$ cat config.mk
export PLATFORM = sky130hd
export DESIGN_NAME = dma_steal_arb
export DESIGN_NICKNAME = d
export VERILOG_FILES = /design/src/rtl/dma_steal_arb.sv
export SDC_FILE = /design/constraint.sdc
export NUM_CORES = 1
export LEC_CHECK = 0
export ABC_AREA = 1
export CORE_UTILIZATION = 35
export DETAILED_ROUTE_END_ITERATION = 10
export PLACE_DENSITY = 0.67
export SLEW_MARGIN = 20
export SYNTH_ARGS = -nofsm -noshare
export SYNTH_HDL_FRONTEND = slang
export SYNTH_SLANG_ARGS = --single-unit
export TNS_END_PERCENT = 50
$ cat constraint.sdc
create_clock -name DSPCLK -period 2 [get_ports DSPCLK]
set_input_delay 0.6 -clock DSPCLK [delete_from_list [all_inputs] [get_ports DSPCLK]]
set_output_delay 0.6 -clock DSPCLK [all_outputs]
set_load 0.01 [all_outputs]
$ cat src/rtl/dma_steal_arb.sv
// Cycle-steal arbiter granting BDMA/IDMA access to the core memory port.
// Define ARB_RR_EN for round-robin tie resolution; otherwise IDMA has fixed priority.
module dma_steal_arb (
  input  logic       DSPCLK,
  input  logic       RST,
  input  logic       BSreq,
  input  logic       IDreq,
  input  logic       CORE_lock,
  input  logic [3:0] BMAX,
  output logic       BSack,
  output logic       IDack,
  output logic       GO_STEAL,
  output logic       STEAL_src,
  output logic       ARB_busy
);

  typedef enum logic [1:0] {IDLE, GRANT, STEAL, YIELD} state_t;

  state_t     state;
  state_t     next_state;
  logic [3:0] steal_cnt;
  logic       any_req;
  logic       winner;
  logic       bs_ack_d;
  logic       id_ack_d;
  logic       go_d;
  logic       src_d;
  logic       busy_d;

  assign any_req = BSreq | IDreq;

`ifdef ARB_RR_EN
  // rr_ptr remembers the last served source; on a tie the other one wins.
  logic rr_ptr;

  always_comb begin
    if (BSreq && IDreq) winner = ~rr_ptr;
    else                winner = IDreq;
  end

  always_ff @(posedge DSPCLK or posedge RST) begin
    if (RST)                      rr_ptr <= 1'b0;
    else if (next_state == GRANT) rr_ptr <= winner;
  end
`else
  assign winner = IDreq;
`endif

  always_ff @(posedge DSPCLK or posedge RST) begin
    if (RST) state <= IDLE;
    else     state <= next_state;
  end

  // Counts steals in the current burst; GRANT always leads to STEAL, so bump on leaving GRANT.
  always_ff @(posedge DSPCLK or posedge RST) begin
    if (RST)
      steal_cnt <= 4'd0;
    else if (state == IDLE || state == YIELD)
      steal_cnt <= 4'd0;
    else if (state == GRANT && steal_cnt != 4'hF)
      steal_cnt <= steal_cnt + 4'd1;
  end

  always_comb begin
    next_state = IDLE;
    case (state)
      IDLE:    next_state = (any_req && !CORE_lock) ? GRANT : IDLE;
      GRANT:   next_state = STEAL;
      STEAL: begin
        if (BMAX != 4'd0 && steal_cnt == BMAX) next_state = YIELD;
        else if (any_req && !CORE_lock)        next_state = GRANT;
        else                                   next_state = IDLE;
      end
      YIELD:   next_state = IDLE;
      default: next_state = IDLE;
    endcase
  end

  // Outputs are decoded from next_state and registered, so every port comes straight off a flop.
  always_comb begin
    bs_ack_d = (next_state == GRANT) && !winner;
    id_ack_d = (next_state == GRANT) && winner;
    go_d     = (next_state == GRANT) || (next_state == STEAL);
    busy_d   = (next_state != IDLE);
    src_d    = (next_state == GRANT) ? winner : STEAL_src;
  end

  always_ff @(posedge DSPCLK or posedge RST) begin
    if (RST) begin
      BSack     <= 1'b0;
      IDack     <= 1'b0;
      GO_STEAL  <= 1'b0;
      STEAL_src <= 1'b0;
      ARB_busy  <= 1'b0;
    end else begin
      BSack     <= bs_ack_d;
      IDack     <= id_ack_d;
      GO_STEAL  <= go_d;
      STEAL_src <= src_d;
      ARB_busy  <= busy_d;
    end
  end

endmodule

; ---- After elaboration in Yosys (flattened, before gate mapping)
; Index checks and enable logic that the tools add are counted.
[classes]
n_addsub = 1
mul = 0
div_mod_pow = 0
magnitude_cmp = 0
n_eq_ne = 7
shift = 0
n_mux = 5
n_bitwise = 1
n_reduce_logical = 13
[ops]
columns = op, count
row1 = 2-to-1 mux 4 bit, 2
row2 = case mux 2 bit (4 select lines), 1
row3 = "== test 2 bit, second input constant", 3
row4 = logical AND 1 bit, 5
row5 = "adder 4 x 1 -> 4 bit, second input constant", 1
row6 = "== test 2 x 1 -> 1 bit, second input constant", 2
row7 = == test 4 bit, 1
row8 = "!= test 4 bit, second input constant", 1
row9 = nonzero test 2 bit, 2
row10 = nonzero test 4 bit, 1
row11 = zero test 1 bit, 2
row12 = zero test 2 bit, 1
row13 = logical OR 1 bit, 2
row14 = 2-to-1 mux 2 bit, 1
row15 = 2-to-1 mux 1 bit, 1
row16 = bitwise OR 1 bit, 1
[word_totals]
register_bits = 11
latchBits = 0
ramBits = 0
romBits = 0
in_bits = 9
mem_count = 0

; ---- Logic depth before layout (Yosys ltp)
[depth]
ltp_word = 7
depth_mapped = 11
ltp_nobuf = 11

; ---- Least setup slack after synthesis
; Ideal clock, no wire load.
[synth_path]
kind = input to register
from = input BMAX[1]
to = register STEAL_src
arrival_ps = 1384
slack_ps = 499
stages = 10
cell_sequence = inv_1 -> nand2_1 -> nand2_1 -> nor2_1 -> nand3_1 -> o21bai_1 -> ha_1 -> inv_1 -> nand2_1 -> nand2_1
[synth_between]
elab_chain_cells = 5
[synth_lines]
columns = element, line
row1 = start: declaration, 9  ; input logic [3:0] BMAX,
row2 = == test 4 bit / nonzero test 4 bit (equally long branches), 70  ; if (BMAX != 4'd0 && steal_cnt == BMAX) next_state = YIELD;
row3 = logical AND 1 bit *, 70
row4 = 2-to-1 mux 2 bit *, 70
row5 = case mux 2 bit (4 select lines) *, 66  ; case (state)
row6 = named net next_state[0], 20  ; state_t next_state;
row7 = == test 2 x 1 -> 1 bit *, 85  ; src_d = (next_state == GRANT) ? winner : STEAL_src;
row8 = end signal: assignment, 99  ; STEAL_src <= src_d;
row9 = end: declaration, 13  ; output logic STEAL_src,
; The timed path passes the listed nets; every way through them passes the cells marked *.
; A chain may end at the register's enable or synchronous reset.

; ---- Final worst setup path
[layout_path]
from = input BMAX[0]
to = register STEAL_src
; The elaborated chain is that of the path after synthesis.

==> impl_metrics.yaml <==
worst_setup_path:
  worstSetupPathType: "primary input to register"
  required_ps: 2160
  cp.depth: 11
  crit_slowest_cell: "clkdlybuf4s50_1"
  ff2ff_setup_slack_ps: 400
  cp_cell_sequence: "clkdlybuf4s50_1, inv_1, nand2_1, nand2_1, nor2_1, nand3_2, o21bai_2, ha_1, inv_1, nand2_1, nand2_1"
  worstPathArrival_ps: 2040
  crit_fanout: 2
  rr_worst_depth: 9
  cpPeakStageDelay_ps: 480
  cp-end-kind: "register"
  r2r_end: "STEAL_src"
  crit_family: "buffers and inverters"
  cpMostUsedCell: "nand2_1"
  worst-path-buf-inv: 3
  critPathLaunchType: "primary input"
  r2r_start: "state[1]"
detailed_routing:
  routed_via_density: 4.56
  vias: 607
  drtIter0Drc: 26
  avgRoutedWirePerCell_um: 9.03
  drtAntennaViolNets: 0
  dr.pass1.iters: 9
  drc: 2
  postRouteWirelength_mm: 1.20
die:
  dieArea_sq_um: 2020
  die_h_um: 45.0
  start_util_pct: 37.5
  fp.coreArea_sq_um: 1730
  io_pins: 14
  num_rows: 15
  die_x_um: 45.0
sta:
  min_period_ps: 1890
  max-slew-margin-rel_pct: 72.3
  fin_worst_skew_ps: 3.32
  setup_tns_ps: 0
  worst_pin_slew_ps: 416
  fmax_ghz: 0.530
  min_period_over_period_pct: 94.4
  finalSetupViolCount: 0
  layout_setup_ws_ps: 112
  finalHoldViolCount: 0
  maxSlewViolCount: 0
grt:
  antenna_found_initial: 0
  grt_pass1_vias: 502
  grt-ovfl-total: 0
  grt_max_degree: 12
  grt_first_pass_wirelength_mm: 2.01
  gr-usage-all-layers_pct: 14.2
cells_and_area:
  design_area_sq_um: 858
  antennaDiodeCount: 0
  layout.nets: 124
  fin_util_pct: 49.7
  area_growth_pct: 32.7
  seq_area_sq_um: 275
  multiInputGateArea_sq_um: 324
  drive_gt1_share_pct: 7.41
  nFillCells: 185
clock_tree:
  clk_latency_ps: 260
  cts_buffers: 3
  clk_pin_slew_ps: 70
  cts_buffer_depth: 2
  clockRootBuffer: "clkbuf_4"
  cts_max_level: 1
  cts_sinks: 11
  cts_tree: "done"
yosys:
  postSynthAreaPerCell_sq_um: 7.27
  syn_area_sq_um: 647
  synth_fp_nets: 104
  yosys.area.top_type: "dfrtp_1"
  seq_area_frac_synth_pct: 42.6
  ys_warn_count: 0
  synthCells: 89
  synth-seq-cells: 11
  post-synth-top-area-fraction_pct: 42.6
  synthTopCellsByArea: "dfrtp_1, nand2_1, ha_1"
  synth_cell_type_count: 12
hold_path:
  worstHoldStart: "STEAL_src"
  hold_class: "register to register"
  min_path_cells: 2
  min_to: "STEAL_src"
pwr:
  ir_drop_mv: 0.336
  p_per_area_nw_per_um2: 713
  p_leak_nw: 0.436
placed_design:
  place_area_sq_um: 816
  place.gp.congestion: 0.826
  place_ws_ps: -191
  io_buffers: 13
  dpl.hpwl_um: 992
flow_run:
  drv_cap: 0
status:
  violations: "design-rule violations"
  outcome: "complete, but fails checks"
synthesized netlist by cell type:
library cell  instances
a21oi_1               1
dfrtp_1              11
ha_1                  6
inv_1                14
inv_2                 1
nand2_1              25
nand3_1               7
nand4_1               1
nor2_1               16
nor3_1                2
o21ai_0               3
o21bai_1              2
worst register-to-register path: stages (launching register included):
cell	delay, ps
dfrtp_1	420
inv_1	90
ha_1	200
nor2_1	60
nor3_1	200
o21bai_2	180
ha_1	190
inv_1	50
nand2_1	50
nand2_1	40
per-layer routing:
metal | share of wire (%) | up-vias | global-route usage [%] | wire, um
li1 | - | 314 | - | -
met1 | 48 | 275 | 17.9 | 572
met2 | 48 | 16 | 21.4 | 582
met3 | 2.2 | 2 | 3.60 | 27
met4 | 1.6 | 0 | 9.09 | 19
met5 | 0 | - | 0 | 0
layout make-up:
| cell class | instances | area share [%] |
|---|---|---|
| well taps | 25 | 3.64 |
| repair buffers | 15 | 16.9 |
| clock buffers | 4 | 3.06 |
| multi-input cells | 63 | 37.8 |
| inverters | 15 | 6.56 |
| flip-flops and latches | 11 | 32.1 |
placed cells by master (no fill, tap or decap):
cell / n
nand2_1: 25
nor2_1: 16
inv_1: 14
clkdlybuf4s50_1: 13
dfrtp_1: 11
nand3_1: 6
ha_1: 6
o21ai_0: 3
clkbuf_4: 3
nor3_1: 2
buf_4: 2
inv_2: 1
a21oi_1: 1
nand4_1: 1
o21bai_1: 1
nand3_2: 1
o21bai_2: 1
clkbuf_1: 1
report_power, final:
| group | internal, mW | leakage, nW | switching [mW] |
|---|---|---|---|
| registers | 0.253 | 0.146 | 0.0182 |
| clock network | 0.0771 | 0.0150 | 0.0708 |
| logic | 0.0960 | 0.275 | 0.0965 |
stage by stage:
| step | hold WS [ps] | std cells | power [mW] |
|---|---|---|---|
| 5_1_grt | 520 | 133 | 0.664 |
| 4_1_cts | 497 | 132 | 0.617 |
| 2_1_floorplan | 452 | 89 | 0.379 |
| 3_5_place_dp | 480 | 128 | 0.463 |
| 3_3_place_gp | 465 | 128 | 0.458 |
| 6_report | 490 | 133 | 0.612 |
how the worst max path moves through the flow:
stage | from | endpoint | slack [ps]
after CTS | BMAX[0] | STEAL_src | 90
after global routing | BMAX[0] | STEAL_src | -4
final | BMAX[0] | STEAL_src | 110
after detailed placement | BMAX[1] | STEAL_src | -190
after global placement | BMAX[0] | STEAL_src | -140
after floorplan | BMAX[1] | STEAL_src | 500
repair_timing:
item	in CTS	in global routing
endpoints found under the setup margin	0	2
hold endpoints to repair	0	0
resized for setup	0	2
hold buffers	0	0
setup buffers	0	1
kinds of logic (layout without fill, tap and decap cells):
group,Yosys count,count (layout),share of synthesized area [%]
AO/OA/AOI/OAI,6,6,5.41
adder cells (fa/ha/maj),6,6,11.6
buffers and inverters,15,34,8.70
flip-flops,11,11,42.6
AND/OR/NAND/NOR,51,51,31.7
registers in the layout (all words and copies together), names as in the netlist:
signal / count
BSack: 1
state: 2
ARB_busy: 1
GO_STEAL: 1
STEAL_src: 1
steal_cnt: 4
IDack: 1
Note: power is estimated with default switching activity, not from simulation.
==> variant 1: new RTL, same flow settings <==
The option `ARB_RR_EN` is turned on by a define.
--- a/src/rtl/dma_steal_arb.sv
+++ b/src/rtl/dma_steal_arb.sv
@@ -2,2 +2,4 @@
 // Define ARB_RR_EN for round-robin tie resolution; otherwise IDMA has fixed priority.
+`define ARB_RR_EN
+
 module dma_steal_arb (
Function: changed (Yosys sat finds a counterexample within 4 cycles, from zero or initial values and one cycle with RST high).
==> variant 1 against the unedited design <==
Sequential cell count is the same; power grew 9.7%; wire length grew 21%; synthesized area grew 7.0%; worst setup slack lost 0.0029 ns; sequential share of layout area shrank 2.9 points; design area grew 10%; via count grew 7.1%; combinational power grew 25%; worst hold slack gained 0.092 ns; critical path type unchanged; largest power group unchanged; highest routed layer unchanged.
==> variant 1: results (changes against the unedited design) <==
outcome:
  status: "finished clean"
cells_and_area:
  fill_cells: 183  # -1.1%
  final_layout_size_suffix_gt1_share_pct: 17.2  # +9.8 points
  reg_top3: "steal_cnt: 4 flops, state: 2 flops"
  nets: 133  # +7.3%
  antenna_cells: 0  # unchanged
clock_network:
  root_buffer: "clkbuf_4"
  cts_buffers: 3  # unchanged
  insertion_delay_ns: 0.27
  clkTransAtPathRegs_ns: 0.07  # about the same
  htreeDepth: 1  # unchanged
  clock_path_buffers: 2  # unchanged
setup_path:
  cpPeakStageDelay_ns: 0.49
  cp_max_fo: 3  # +1
  startpoint: "BMAX[2]"
  r2r_start: "state[1]"
  worstPathArrival_ns: 2.09  # +0.05 ns
  worst_path_max_delay_cell: "clkdlybuf4s50_1"
synth:
  yosys-top-cells-area: "dfrtp_1, ha_1, nand2_1, inv_1, nor2_1"
  synthMuxAreaShare_pct: 0  # unchanged
  ys_seq_area_share_pct: 39.8  # -2.8 points
  synth_common_cells: "nand2_1, inv_1, nor2_1"
  ys_types: 16  # +4
  syn_nets: 108  # +3.8%
  synth-compound-area-share_pct: 7.05  # +1.6 points
  synthXorXnorAreaFrac_pct: 0  # unchanged
  synth-adder-area-share_pct: 12.7  # +1.1 points
  ys.flop_type: "dfrtp_1"
  yosys_warnings: 0  # unchanged
  ys_async_sr_fraction_pct: 100  # unchanged
global_routing:
  track_usage_pct: 16.4  # +2.2 points
  met3_usage_pct: 5.88  # +2.3 points
  grt_start_max_net_pins: 12  # unchanged
  antenna_found_initial: 0  # unchanged
  met2_usage_pct: 24.4  # +3.0 points
  grt_pass1_wl_um: 2370  # +18%
  grt_use_met1_pct: 20.3  # +2.4 points
  grt_pass1_vias: 577  # +15%
worst_hold_path:
  hold_start: "STEAL_src"
  hp-class: "flop to flop"
power:
  peakVddDrop_mv: 0.404  # +20%
  p_leak_nw: 0.468  # +7.3%
sta:
  clock_skew_ns: 0.00147  # -0.00185 ns
  maxSlewHeadroom_pct: 71.0  # -1.3 points
place:
  place_hpwl_um: 1160  # +17%
  routabilityCongestion: 0.818  # -1.0%
  io_buffers: 13  # unchanged
  pre_cts_ws_ns: -0.173  # +0.0188 ns
routing:
  avgViaCountPerCell: 4.61  # +1.0%
  route.detailed.wl_per_inst_um: 10.3  # +14%
  dr.pass1.iters: 4  # -5
  drt_iter0_drc: 15  # -42%
variant 1: cell type report:
| type | count | area [um^2] | share of cell area (%) |
|---|---|---|---|
| Multi-Input combinational cell | 66 | 373 | 39.5 |
| Sequential cell | 11 | 275 | 29.1 |
| Timing Repair Buffer | 20 | 183 | 19.3 |
| Inverter | 15 | 56.3 | 5.96 |
| Tap cell | 25 | 31.3 | 3.31 |
| Clock buffer | 4 | 26.3 | 2.78 |
variant 1: kinds of logic after synthesis:
| logic type | Yosys count |
|---|---|
| compound gates | 8 |
| buf+inv | 15 |
| flops | 11 |
| fa+ha+maj | 7 |
| simple gates | 51 |
variant 1: final timing paths:
kind | cells after the start | endpoint | slack (ns)
max in group asynchronous | 2 | steal_cnt[3] | 1.07
worst max register to register | 8 | STEAL_src | 0.35
min in group asynchronous | 2 | IDack | 0.63
worst max-delay path | 10 | STEAL_src | 0.11
worst min-delay path | 2 | BSack | 0.58
worst min register to register | 2 | BSack | 0.58
variant 1: report_power, final:
| group | total (mW) | internal (mW) | switching (mW) |
|---|---|---|---|
| clock network | 0.153 | 0.0773 | 0.0761 |
| registers | 0.277 | 0.255 | 0.0215 |
| logic | 0.241 | 0.120 | 0.121 |
| total | 0.671 | 0.453 | 0.218 |
variant 1: critical path: cells and delay by family:
kind,cells,cell delay [ns]
compound gates,2,0.29
simple gates,5,0.41
buf+inv,2,0.58
fa+ha+maj,1,0.20
variant 1: what timing repair did:
item | 4_1_cts | 5_1_grt
resized for setup | 0 | 3
endpoints found under the hold margin | 0 | 0
setup buffers | 0 | 1
setup endpoints to repair | 0 | 1
variant 1: metrics by stage:
step                      hold WS, ns  instances  instance area [um^2]  power, mW  util [%]
final                           0.582        141                   945      0.671      53.0
after detailed placement        0.571        136                   898      0.515      50.4
after CTS                       0.588        140                   925      0.672      51.9
after global routing            0.628        141                   945      0.724      53.0
after global placement          0.543        136                   898      0.507      50.4
after floorplan                 0.452         92                   692      0.405         -
variant 1: routing by layer:
| layer | vias up | wire length, um | share of wire, % |
|---|---|---|---|
| li1 | 336 | - | - |
| met1 | 294 | 663 | 46 |
| met2 | 16 | 691 | 48 |
| met3 | 4 | 60 | 4.1 |
| met4 | 0 | 33 | 2.3 |
| met5 | - | 0 | 0 |
==> variant 2: new RTL, same settings <==
Without the edit above. Encoding of `state_t`: now one-hot (4 bits for 4 states).
--- a/src/rtl/dma_steal_arb.sv
+++ b/src/rtl/dma_steal_arb.sv
@@ -16,3 +16,3 @@
 
-  typedef enum logic [1:0] {IDLE, GRANT, STEAL, YIELD} state_t;
+  typedef enum logic [3:0] {IDLE = 4'b0001, GRANT = 4'b0010, STEAL = 4'b0100, YIELD = 4'b1000} state_t;
 
Check against the original RTL: same outputs for any inputs over 10 cycles, from zero or initial values and one cycle with RST high; not proved beyond that.
==> variant 2 against the unedited design <==
Critical path depth is 10 lower; wire length increased by 4.2%; sequential share of layout area increased by 4.1 points; worst setup slack improved by 0.14 ns; cell count up 1.5%; synthesized area rose by 10%; design area is 5.1% higher; sequential cell count up 2; power up 44%.
==> variant 2: results (changes against the unedited design) <==
outcome:
  status: "finished clean"
power:
  peakVddDrop_mv: 0.459  # +37%
  p_leak_nw: 0.488  # +12%
synth:
  yosys-top-cells-area: "dfrtp_1, nand2_1, inv_1, nand3_1, nand3_2"
  synth-adder-area-share_pct: 1.75  # -9.9 points
  ys_types: 16  # +4
  ys.flop_type: "dfrtp_1"
  ys_seq_area_share_pct: 45.7  # +3.2 points
  syn_inst: 93  # +4.5%
  synthXorXnorAreaFrac_pct: 2.45  # +2.5 points
  synth-compound-area-share_pct: 1.75  # -3.7 points
  ys_async_sr_fraction_pct: 100  # unchanged
  syn_nets: 103  # -0.96%
  synth_common_cells: "nand2_1, inv_1, dfrtp_1"
place:
  pre_cts_ws_ns: 0.192  # +0.383 ns
  io_buffers: 13  # unchanged
  dp_cells: 131  # +2.3%
  place_hpwl_um: 1010  # +1.5%
  dpl_cell_area_um2: 876  # +7.4%
  routabilityCongestion: 0.761  # -7.8%
sta:
  clock_skew_ns: 0.00511  # +0.00179 ns
  fin_crit_sh_pct: 87.3  # -7.1 points
  maxSlewHeadroom_pct: 68.5  # -3.7 points
global_routing:
  grt_pass1_vias: 522  # +4.0%
  antenna_found_initial: 0  # unchanged
  grt_overflow: 0  # unchanged
  grt_pass1_wl_um: 2080  # +3.4%
  grt_start_max_net_pins: 14  # +2
  track_usage_pct: 13.9  # -0.26 points
clock_network:
  ctsResizeCount: 0  # unchanged
  clock_path_buffers: 2  # unchanged
  insertion_delay_ns: 0.27
  root_buffer: "clkbuf_4"
  cts_setup_buffers: 0  # unchanged
  cts_buffers: 3  # unchanged
setup_path:
  cpLargestDelayFamily: "buffers and inverters"
  reg2reg_depth: 5  # -4
  cp_max_fo: 2  # unchanged
  startpoint: "STEAL_src"
  ff2ff_setup_slack_ns: 0.68  # +0.28 ns
  r2r_start: "steal_cnt[1]"
  cpPeakStageDelay_ns: 0.53  # +0.05 ns
  r2r_end: "steal_cnt[3]"
  worstPathArrival_ns: 1.15  # -0.89 ns
  setup.worst_path.end: "STEAL_src"
  worst_path_max_delay_cell: "clkdlybuf4s50_1"
cells_and_area:
  reg_top3: "state: 4 flops, steal_cnt: 4 flops"
  fill_cells: 185  # unchanged
  nets: 121  # -2.4%
  antenna_cells: 0  # unchanged
  final_layout_size_suffix_gt1_share_pct: 16.4  # +9.0 points
worst_hold_path:
  hp-class: "flop to flop"
routing:
  dr.pass1.iters: 2  # -7
  wl_um: 1250  # +4.2%
  drt_iter0_drc: 2  # -92%
  route.detailed.drc: 0  # -2
  avgViaCountPerCell: 4.43  # -2.9%
  vias: 598  # -1.5%
==> variant 2: cell types whose count changed after synthesis, sizes merged, moves of 3 or more <==
cell	before	now
nor2	16	9
ha	6	1
nand2	25	28
o21ai	3	0
inv	15	21
nand3	7	12
==> variant 2: layout make-up <==
type | instances | area [um^2] | area share [%]
repair buffers | 13 | 130 | 14.4
inverters | 21 | 78.8 | 8.74
multi-input cells | 59 | 309 | 34.3
flip-flops and latches | 13 | 327 | 36.2
clock buffers | 4 | 26.3 | 2.91
well taps | 25 | 31.3 | 3.47
==> variant 2: worst min path at each step <==
| stage | startpoint | to | slack (ns) | cells past startpoint |
|---|---|---|---|---|
| after detailed placement | STEAL_src | STEAL_src | 0.50 | 2 |
| final | STEAL_src | STEAL_src | 0.51 | 2 |
| after global routing | STEAL_src | STEAL_src | 0.58 | 2 |
| after CTS | STEAL_src | STEAL_src | 0.52 | 2 |
| after floorplan | RST | ARB_busy | 0.48 | 1 |
| after global placement | STEAL_src | STEAL_src | 0.50 | 2 |
==> variant 2: power by group <==
group,switching (mW),internal [mW]
Sequential,0.0375,0.331
Clock,0.0839,0.0773
Combinational,0.194,0.154
Total,0.315,0.562
==> variant 2: per-layer routing <==
| metal | up-vias | global-route usage [%] | share of wire, % |
|---|---|---|---|
| met1 | 265 | 17.1 | 45 |
| li1 | 317 | - | - |
| met3 | 2 | 6.15 | 6.1 |
| met4 | 0 | 6.29 | 0.96 |
| met2 | 14 | 21.1 | 48 |
| met5 | - | 0 | 0 |
